## src/rtl/seq_countdown_pkg.sv

```systemverilog
// Shared types and default sizing for the round-robin countdown scheduler.
package seq_countdown_pkg;

    localparam int unsigned NBITS = 3;
    localparam int unsigned NREQ  = 2;

    typedef enum logic [1:0] {
        IDLE,
        RUN,
        DONE
    } state_t;

endpackage

```

## src/rtl/seq_count_bin_dn_ld.sv

```systemverilog
// Loadable binary down counter; load takes priority over decrement, wraps at 0.
module seq_count_bin_dn_ld #(
    parameter int unsigned NBITS = 3
) (
    input  logic             clk,
    input  logic             reset,
    input  logic             ld,
    input  logic [NBITS-1:0] ld_val,
    input  logic             en,
    output logic [NBITS-1:0] cnt
);

    logic [NBITS-1:0] cnt_q, cnt_d;

    always_comb begin
        cnt_d = cnt_q;
        if (ld) begin
            cnt_d = ld_val;
        end else if (en) begin
            cnt_d = cnt_q - 1'b1;
        end
    end

    always_ff @(posedge clk or negedge reset) begin
        if (!reset) begin
            cnt_q <= '0;
        end else begin
            cnt_q <= cnt_d;
        end
    end

    assign cnt = cnt_q;

endmodule

```

## src/rtl/seq_countdown_arb_ctrl.sv

```systemverilog
// Round-robin scheduler sharing one down counter among NREQ requesters,
// pulsing done to the owner when its job reaches zero.
module seq_countdown_arb_ctrl #(
    parameter int unsigned NREQ    = seq_countdown_pkg::NREQ,
    parameter int unsigned NBITS   = seq_countdown_pkg::NBITS,
    parameter int unsigned OWNER_W = (NREQ > 1) ? $clog2(NREQ) : 1
) (
    input  logic                   clk,
    input  logic                   reset,
    input  logic [NREQ-1:0]        req_val,
    output logic [NREQ-1:0]        req_rdy,
    input  logic [NREQ*NBITS-1:0]  req_count,
    input  logic                   pause,
    output logic                   busy,
    output logic [OWNER_W-1:0]     owner,
    output logic [NBITS-1:0]       count,
    output logic [NREQ-1:0]        done
);

    import seq_countdown_pkg::*;

    state_t               state_q, state_d;
    logic [OWNER_W-1:0]   owner_q, owner_d;
    logic [OWNER_W-1:0]   ptr_q, ptr_d;
    logic [NBITS-1:0]     cnt;
    logic [NBITS-1:0]     ld_val;
    logic [OWNER_W-1:0]   grant_idx, grant_nxt;
    logic                 grant_found;
    logic                 fire;
    logic                 cnt_en;

    // Circular priority: first pass covers indices at/after the pointer, second wraps to 0.
    always_comb begin
        grant_found = 1'b0;
        grant_idx   = '0;
        for (int unsigned i = 0; i < NREQ; i++) begin
            if (!grant_found && req_val[i] && (OWNER_W'(i) >= ptr_q)) begin
                grant_found = 1'b1;
                grant_idx   = OWNER_W'(i);
            end
        end
        for (int unsigned i = 0; i < NREQ; i++) begin
            if (!grant_found && req_val[i]) begin
                grant_found = 1'b1;
                grant_idx   = OWNER_W'(i);
            end
        end
    end

    always_comb begin
        ld_val    = '0;
        grant_nxt = '0;
        for (int unsigned i = 0; i < NREQ; i++) begin
            if (grant_idx == OWNER_W'(i)) begin
                ld_val    = req_count[i*NBITS +: NBITS];
                grant_nxt = (i == NREQ - 1) ? '0 : OWNER_W'(i + 1);
            end
        end
    end

    assign fire   = (state_q == IDLE) && grant_found;
    // Guard against decrementing at zero so the counter never wraps to max.
    assign cnt_en = (state_q == RUN) && !pause && (cnt != '0);

    always_comb begin
        state_d = state_q;
        owner_d = owner_q;
        ptr_d   = ptr_q;
        case (state_q)
            IDLE: begin
                if (fire) begin
                    owner_d = grant_idx;
                    ptr_d   = grant_nxt;
                    state_d = (ld_val != '0) ? RUN : DONE;
                end
            end
            RUN: begin
                if (!pause && (cnt == NBITS'(1))) begin
                    state_d = DONE;
                end
            end
            DONE:    state_d = IDLE;
            default: state_d = IDLE;
        endcase
    end

    always_ff @(posedge clk or negedge reset) begin
        if (!reset) begin
            state_q <= IDLE;
            owner_q <= '0;
            ptr_q   <= '0;
        end else begin
            state_q <= state_d;
            owner_q <= owner_d;
            ptr_q   <= ptr_d;
        end
    end

    seq_count_bin_dn_ld #(
        .NBITS (NBITS)
    ) u_cnt (
        .clk    (clk),
        .reset  (reset),
        .ld     (fire),
        .ld_val (ld_val),
        .en     (cnt_en),
        .cnt    (cnt)
    );

    always_comb begin
        req_rdy = '0;
        done    = '0;
        for (int unsigned i = 0; i < NREQ; i++) begin
            req_rdy[i] = fire && (grant_idx == OWNER_W'(i));
            done[i]    = (state_q == DONE) && (owner_q == OWNER_W'(i));
        end
    end

    assign busy  = (state_q != IDLE);
    assign owner = owner_q;
    assign count = cnt;

endmodule

```

## config.mk

```make
export PLATFORM = sky130hd
export DESIGN_NAME = seq_countdown_arb_ctrl
export DESIGN_NICKNAME = d
export VERILOG_FILES = /design/src/rtl/seq_countdown_pkg.sv /design/src/rtl/seq_count_bin_dn_ld.sv /design/src/rtl/seq_countdown_arb_ctrl.sv
export SDC_FILE = /design/constraint.sdc
export NUM_CORES = 1
export LEC_CHECK = 0
export CORE_AREA = 3 3 40 42
export DETAILED_ROUTE_END_ITERATION = 6
export DIE_AREA = 0 0 43 45
export GPL_TIMING_DRIVEN = 0
export PLACE_DENSITY = 0.7
export SLEW_MARGIN = 20
export SYNTH_ARGS = -nofsm -noshare
export SYNTH_HDL_FRONTEND = slang
export SYNTH_SLANG_ARGS = --single-unit
```

## constraint.sdc

```tcl
create_clock -name clk -period 2.2 [get_ports clk]
set_input_delay 0.66 -clock clk [delete_from_list [all_inputs] [get_ports clk]]
set_output_delay 0.66 -clock clk [all_outputs]
set_load 0.01 [all_outputs]
```

# After elaboration in Yosys (flattened, before gate mapping)
# Index checks and enable logic that the tools add are counted.
dict set report totals {
  reg_bits 7
  output_inout_bits 9
  wordCells 53
}
dict set report op_classes {
  add_sub_neg 1
  magnitude_cmp 2
  n_eq_ne 5
  muxes 15
  bitwise 2
  n_reduce_logical 24
}
# op count
set op_table {}
lappend op_table {{logical AND 1 bit} 13}
lappend op_table {{two-way mux 3 bit} 3}
lappend op_table {{two-way mux 1 bit} 8}
lappend op_table {{two-way mux 2 bit} 3}
lappend op_table {{nonzero test 3 bit} 2}
lappend op_table {{logical NOT 1 bit} 4}
lappend op_table {{one-hot mux 2 bit (2 select lines)} 1}
lappend op_table {{AND reduction 2 bit} 2}
lappend op_table {{nonzero test 2 bit} 2}
lappend op_table {{equality test 3 x 1 -> 1 bit (second input constant)} 1}
lappend op_table {{subtractor 3 x 1 -> 3 bit (second input constant)} 1}
lappend op_table {{equality test 2 x 1 -> 1 bit (second input constant)} 1}
lappend op_table {{equality test 2 bit (second input constant)} 1}
lappend op_table {{greater-or-equal comparator 1 bit (first input constant)} 2}
lappend op_table {{logical NOT 2 bit} 1}
lappend op_table {{inequality test 2 x 1 -> 1 bit (second input constant)} 1}
lappend op_table {{inequality test 2 bit (second input constant)} 1}
lappend op_table {{inverter 1 bit} 2}

# Longest topological paths before layout
# Gate-level depths: netlist (run 1).
dict set report logic_depth {
  word_depth 18
  mapped_depth 6
}

# By module
# A second synthesis (run 1) with hierarchy kept.
dict set report hier_totals {
  cells_unflattened 45
  hier_area_um2 454.2
}
# mod n_inst cells_each area_per_inst_um2 seq_area_each_um2
set by_module_without_submodules {}
lappend by_module_without_submodules {seq_countdown_arb_ctrl 1 28 290.3 100.1}
lappend by_module_without_submodules {seq_count_bin_dn_ld 1 17 163.9 75.1}

# Least setup slack after synthesis (run 1)
# OpenSTA, ideal clock, no wires.
dict set report synth_path {
  path_type {reg-to-output}
  from {register state_q[0]}
  to {output port req_rdy[0]}
  t_arrival_ps 1278
  required_ps 1540
  setup_slack_ps 262
  stages_incl_launch_ff 6
  n_path_buf 2
  cell_sequence {dfrtp_1 -> or2_1 -> buf_6 -> or2_1 -> buf_6 -> a21oi_2}
}
dict set report synth_via {
  elab_chain_len 3
}
# element line_no
set synth_rtl {}
lappend synth_rtl {{from (decl)} seq_countdown_arb_ctrl.sv:22} ;# state_t state_q, state_d;
lappend synth_rtl {{from (signal assigned)} seq_countdown_arb_ctrl.sv:93} ;# state_q <= state_d;
lappend synth_rtl {{logical NOT 2 bit} seq_countdown_arb_ctrl.sv:61} ;# assign fire = (state_q == IDLE) && grant_found;
lappend synth_rtl {{logical AND 1 bit} seq_countdown_arb_ctrl.sv:61}
lappend synth_rtl {{logical AND 1 bit} seq_countdown_arb_ctrl.sv:114} ;# req_rdy[i] = fire && (grant_idx == OWNER_W'(i));
lappend synth_rtl {{to (decl)} seq_countdown_arb_ctrl.sv:11} ;# output logic [NREQ-1:0] req_rdy,
# Every way passes these cells.

# Worst setup path in the final report (run 1)
dict set report layout_path {
  from {register state_q[0]}
  to {output port req_rdy[1]}
}
# Same word-level chain as after synthesis.

==> flow_summary.json, run 1 <==
{
  "hp-class": "flop to flop",
  "maxCapViolations": 0,
  "crit_buf_inv": 1,
  "final_nets": 97,
  "overflow": 0,
  "worstSetupEndpointType": "output pin",
  "rows": 13,
  "path_delay_family": "simple AND/OR/NAND/NOR gates",
  "yosys-top-cells-count": "8 x inv_1, 7 x dfrtp_1, 4 x nor3_1, 4 x o21ai_0, 3 x ha_1",
  "synth_area_leaders": "dfrtp_1 36%, ha_1 7.7%, inv_1 6.1%",
  "io_pins": 20,
  "finalWorstSetupSlack_ns": 0.101,
  "reg2reg_depth": 6,
  "gp_congestion": 0.697,
  "cp_max_fo": 5,
  "synth_ff_type": "dfrtp_1",
  "critical_path_cell_count": 4,
  "placed_area_sq_um": 699,
  "fill_cells": 124,
  "initial_utilization": 0.382,
  "postSynthAreaPerCell_sq_um": 9.08,
  "ant_nets": 0,
  "htree_num_levels": 1,
  "areaGrowthSynthToFinish_pct": 55.6,
  "synthCells": 54,
  "clockBufferDepth": 2,
  "antenna_found_initial": 0,
  "first_pass_iters": 4,
  "via_per_inst": 5.11,
  "path_class": "flop to output pin",
  "syn_area_sq_um": 490,
  "grt_start_max_net_pins": 8,
  "clock_latency_ns": 0.26,
  "crit_chain": "or2_4 > or2_4 > nor2_2 > buf_2",
  "setup_violations": 0,
  "grt_pass1_wl_um": 2100,
  "cp_common_cell": "or2_4",
  "synth-seq-area-share": 0.357,
  "finalNonFillerCells": 97,
  "required_ns": 1.54,
  "numCtsBuffers": 3,
  "p_leak_nw": 0.373,
  "holdWs_ns": 0.492,
  "wire_per_inst_um": 11.9,
  "synth_largest_area_cell": "dfrtp_1",
  "cts_sinks": 7,
  "design.die.area_sq_um": 1940,
  "grt_usage": 0.148,
  "timing.final.crit_period_ns": 2.10,
  "fin_setup_tns_ns": 0,
  "rsz0062_at_grt": "false",
  "r2r_setup_slack_ns": 0.57,
  "critPathSlowestCell": "dfrtp_1",
  "cp_slowest_stage_delay_ns": 0.39,
  "cp-startpoint": "state_q[0]",
  "cts_root_buffer": "clkbuf_4",
  "drc": 0,
  "clkTransAtPathRegs_ns": 0.06,
  "finClkSkew_ns": 0.00141,
  "cts_tree": "built",
  "fmax_mhz": 476,
  "layout-drive-gt1-share": 0.256,
  "drtIter0Drc": 14,
  "grt_pass1_vias": 496,
  "dp_slack_ns": -0.865,
  "port_buffers": 19,
  "synthArstFlopShare": 1.00,
  "arrival_ns": 1.44,
  "synth.ff_latch_count": 7,
  "die_w_um": 43,
  "yosysMostFrequentCell": "inv_1",
  "die_h_um": 45,
  "powerDensity_nw_per_um2": 1220,
  "finalCritPeriodShare": 0.954,
  "place_hpwl_um": 878,
  "cp-start-kind": "flop",
  "syn-num-nets": 68,
  "seqCellArea_sq_um": 175,
  "ir_drop_uv": 565,
  "multi_input_area_sq_um": 283,
  "worst_slew_pin_slew_ns": 0.440,
  "vias": 496,
  "slew_headroom": 0.705,
  "r2r-end": "u_cnt.cnt[2]",
  "antennaDiodeCount": 0,
  "stdcell_area_sq_um": 763,
  "dpl.cell_count": 88,
  "run_status": "complete, no violations",
  "yosysWarnings": 0,
  "cts_hold_buf": 0,
  "synth_edf_count": 0,
  "core_area_sq_um": 1280,
  "hold_viol": 0,
  "slew_viol_final": 0,
  "wl_um": 1150,
  "cp-endpoint": "req_rdy[1]",
  "synth_top_area_share": 0.357,
  "r2r-start": "u_cnt.cnt[0]",
  "ys_types": 25
}
[worst min path at each step]
stage,depth (start not counted),to,from
CTS,1,ptr_q,ptr_q
finish,1,ptr_q,ptr_q
floorplan,0,owner,reset
global route,1,ptr_q,ptr_q
detailed placement,1,ptr_q,ptr_q
global placement,1,ptr_q,ptr_q
[kinds of logic (layout without fill, tap and decap cells)]
logic type | count (synthesis) | in the layout | synth area share
simple gates | 15 | 15 | 0.171
mux | 1 | 1 | 0.0230
compound gates | 17 | 17 | 0.247
xor+xnor | 1 | 1 | 0.0179
buf+inv | 10 | 38 | 0.107
fa+ha+maj | 3 | 3 | 0.0765
flops | 7 | 7 | 0.357
[registers in the layout, indices dropped and copies added, names as in the netlist]
| signal | flops |
|---|---|
| owner | 1 |
| ptr_q | 1 |
| state_q | 2 |
| u_cnt.cnt | 3 |
[power by group]
part           switching (W)  total (W)  internal, W
registers          0.0000453   0.000237     0.000192
clock network      0.0000535   0.000123    0.0000696
logic               0.000255   0.000571     0.000317
total               0.000353   0.000931     0.000578
[layout by cell type (no fill, tap or decap), drive strengths merged, types with 3 or more instances in the layout]
cell / netlist / routed
nor3: 4 / 4
inv: 8 / 8
o21ai: 4 / 4
buf: 2 / 11
nor2: 3 / 3
dfrtp: 7 / 7
clkbuf: 0 / 5
ha: 3 / 3
clkdlybuf4s50: 0 / 12
[metal layers]
layer | up-vias | track usage | wire, um
met1 | 221 | 0.170 | 499
met2 | 20 | 0.249 | 532
li1 | 250 | - | -
met4 | 0 | 0.108 | 36
met5 | - | 0 | 0
met3 | 5 | 0.0239 | 86
[metrics by stage]
step                utilization  total power [W]
finish                    0.594         0.000931
global route              0.594          0.00103
CTS                       0.577         0.000908
detailed placement        0.544         0.000753
global placement          0.544         0.000737
floorplan                     -         0.000552
[repair_timing]
| action | in CTS | in global routing |
|---|---|---|
| hold endpoints to repair | 0 | 0 |
| setup endpoints to repair | 2 | 3 |
| gates resized for setup | 18 | 8 |
| pin swaps | 1 | 2 |
| setup buffers | 5 | 2 |
[layout make-up]
type	count	area share
multi-input combinational	37	0.370
tap	15	0.0246
inverter	8	0.0393
sequential	7	0.230
timing repair buffer	26	0.302
clock buffer	4	0.0344
No activity file was read; power rests on OpenSTA's default activity.
==> run 2, diff against run 1 <==
Settings changed: SETUP_SLACK_MARGIN from default to 0.15.
==> run 2 against run 1 <==
  * The run now ends with setup timing left
  * Non-clock buffer count increased by 3
  * Via count increased by 2.6%
  * Clock skew about the same
  * Setup slack got worse by 0.13 ns
  * Maximum frequency decreased by 5.8%
  * Clock-buffer cell count unchanged
  * Routed wire length increased by 2.4%
  * Clock power about the same
  * Sequential share of layout area decreased by 0.51 points
  * Flip-flop and latch count unchanged
  * Design area increased by 2.3%
  * Combinational power increased by 8.6%
  * Critical path type unchanged
==> flow_summary.json, run 2 (same netlist as run 1, synthesis figures left out) <==
{
  "run_status": "finished with violations",
  "violations": "setup timing",
  "grt_pass1_wl_um": 2120,
  "place_hpwl_um": 878,
  "via_per_inst": 5.09,
  "hold_viol": 0,
  "final_common_cell": "clkdlybuf4s50_1",
  "drtIter0Drc": 8,
  "clock_latency_ns": 0.26,
  "path_delay_family": "simple AND/OR/NAND/NOR gates",
  "io_pins": 20,
  "initial_utilization": 0.382,
  "fin_setup_tns_ns": -0.0288,
  "critical_path_cell_count": 6,
  "grt_start_max_net_pins": 8,
  "gp_congestion": 0.697,
  "cts_hold_buf": 0,
  "areaGrowthSynthToFinish_pct": 59.2,
  "pwr-share-comb": 0.634,
  "vias": 509,
  "cp_slowest_stage_delay_ns": 0.37,
  "cts_sinks": 7,
  "min_from": "ptr_q",
  "placed_area_sq_um": 699,
  "design.die.area_sq_um": 1940,
  "rows": 13,
  "fmax_mhz": 449,
  "dpl.cell_count": 88,
  "drc": 0,
  "cts_tree": "built",
  "finalWorstSetupSlack_ns": -0.0288,
  "largest_reg_flops": 3,
  "arrival_ns": 1.57,
  "p_sw_w": 0.000370,
  "grt_usage": 0.149,
  "ant_nets": 0,
  "r2r-start": "state_q[1]",
  "port_buffers": 19,
  "timing.final.crit_period_ns": 2.23,
  "final_cell_mix": "12 x clkdlybuf4s50_1, 9 x buf_4, 8 x inv_1, 7 x dfrtp_1",
  "clkTransAtPathRegs_ns": 0.06,
  "critPathSlowestCell": "dfrtp_1",
  "powerDensity_nw_per_um2": 1250,
  "slew_viol_final": 0,
  "worstSetupEndpointType": "output pin",
  "finalNonFillerCells": 100,
  "cp-start-kind": "flop",
  "slew_headroom": 0.702,
  "rsz0062_at_grt": "true",
  "htree_num_levels": 1,
  "dp_slack_ns": -0.865,
  "fill_cells": 125,
  "numCtsBuffers": 3,
  "holdWs_ns": 0.490,
  "wl_um": 1180,
  "die_h_um": 45,
  "p_int_w": 0.000608,
  "hold_path_depth": 1,
  "stdcell_area_sq_um": 781,
  "cp_max_fo": 3,
  "cp_common_cell": "buf_6",
  "antennaDiodeCount": 0,
  "required_ns": 1.54,
  "wire_per_inst_um": 11.8,
  "final_nets": 100,
  "maxCapViolations": 0,
  "pwr-share-seq": 0.241,
  "swShare": 0.378,
  "crit_buf_inv": 3,
  "first_pass_iters": 4,
  "die_w_um": 43,
  "finClkSkew_ns": 0.00135,
  "clockPowerShare": 0.125,
  "cp-startpoint": "state_q[1]",
  "hp-class": "flop to flop",
  "finalCritPeriodShare": 1.01,
  "core_area_sq_um": 1280,
  "grt_pass1_vias": 496,
  "layout-drive-gt1-share": 0.282,
  "overflow": 0,
  "setup_violations": 1,
  "reg2reg_depth": 8,
  "path_class": "flop to output pin",
  "crit_chain": "or2_1 > buf_6 > or2_1 > buf_6 > a21oi_4 > buf_6",
  "cts_root_buffer": "clkbuf_4",
  "p_leak_nw": 0.366,
  "antenna_found_initial": 0,
  "clockBufferDepth": 2,
  "worst_slew_pin_slew_ns": 0.445,
  "ir_drop_uv": 602
}
run 2: changes by cell type in the layout (fill, tap and decap cells not counted):
| cell | delta |
|---|---|
| dlymetal6s2s_1 | -1 |
| buf_4 | +1 |
| dlygate4sd2_1 | -1 |
| clkbuf_2 | +3 |
| buf_6 | +3 |
| clkbuf_4 | -1 |
| buf_2 | -1 |
| or2_1 | +2 |
| or2_4 | -2 |
run 2: layer usage:
| metal | share of wire | up-vias | global-route usage |
|---|---|---|---|
| met3 | 0.076 | 4 | 0.0239 |
| met2 | 0.46 | 22 | 0.251 |
| met4 | 0.023 | 0 | 0.108 |
| li1 | - | 256 | - |
| met1 | 0.44 | 227 | 0.172 |
| met5 | 0 | - | 0 |
run 2: final cells by class:
| cell class | instances | area (sq um) | area share |
|---|---|---|---|
| buffer | 2 | 22.5 | 0.0288 |
| clock buffer | 4 | 26.3 | 0.0337 |
| inverter | 8 | 30.0 | 0.0385 |
| multi-input combinational | 37 | 278 | 0.356 |
| sequential | 7 | 175 | 0.224 |
| tap | 15 | 18.8 | 0.0240 |
| timing repair buffer | 27 | 230 | 0.295 |
run 2: path summary, 6_finish.rpt:
kind,endpoint,slack (ns)
min,ptr_q,0.49
min in group asynchronous,state_q[1],0.67
max,req_rdy[0],-0.03
max reg2reg,u_cnt.cnt[2],0.45
min reg2reg,ptr_q,0.49
max in group asynchronous,ptr_q,1.28
run 2: power groups by stage:
stage | registers [W] | clock network (W) | logic (W)
final | 0.000236 | 0.000122 | 0.000620
after global routing | 0.000249 | 0.000133 | 0.000693
after CTS | 0.000236 | 0.000124 | 0.000566
after detailed placement | 0.000247 | 0 | 0.000506
after global placement | 0.000241 | 0 | 0.000496
after floorplan | 0.000252 | 0 | 0.000299
run 2: metrics by stage:
step | util | total power, W
5_1_grt | 0.608 | 0.00107
2_1_floorplan | - | 0.000552
6_report | 0.608 | 0.000978
4_1_cts | 0.587 | 0.000927
3_3_place_gp | 0.544 | 0.000737
3_5_place_dp | 0.544 | 0.000753
run 2: worst reg2reg max path: stages, from the launching register on:
cell and delay [ns]:
dfrtp_1 0.37, or2_1 0.24, buf_6 0.12, or2_1 0.21, buf_6 0.14, buf_4 0.13, buf_4 0.14, o211ai_1 0.16
o21ai_0 0.11
run 2: repair_timing:
| item | CTS | global route |
|---|---|---|
| buffers inserted | 6 | 2 |
| resized for setup | 18 | 10 |
| pin swaps | 2 | 1 |
| endpoints found under the setup margin | 5 | 2 |
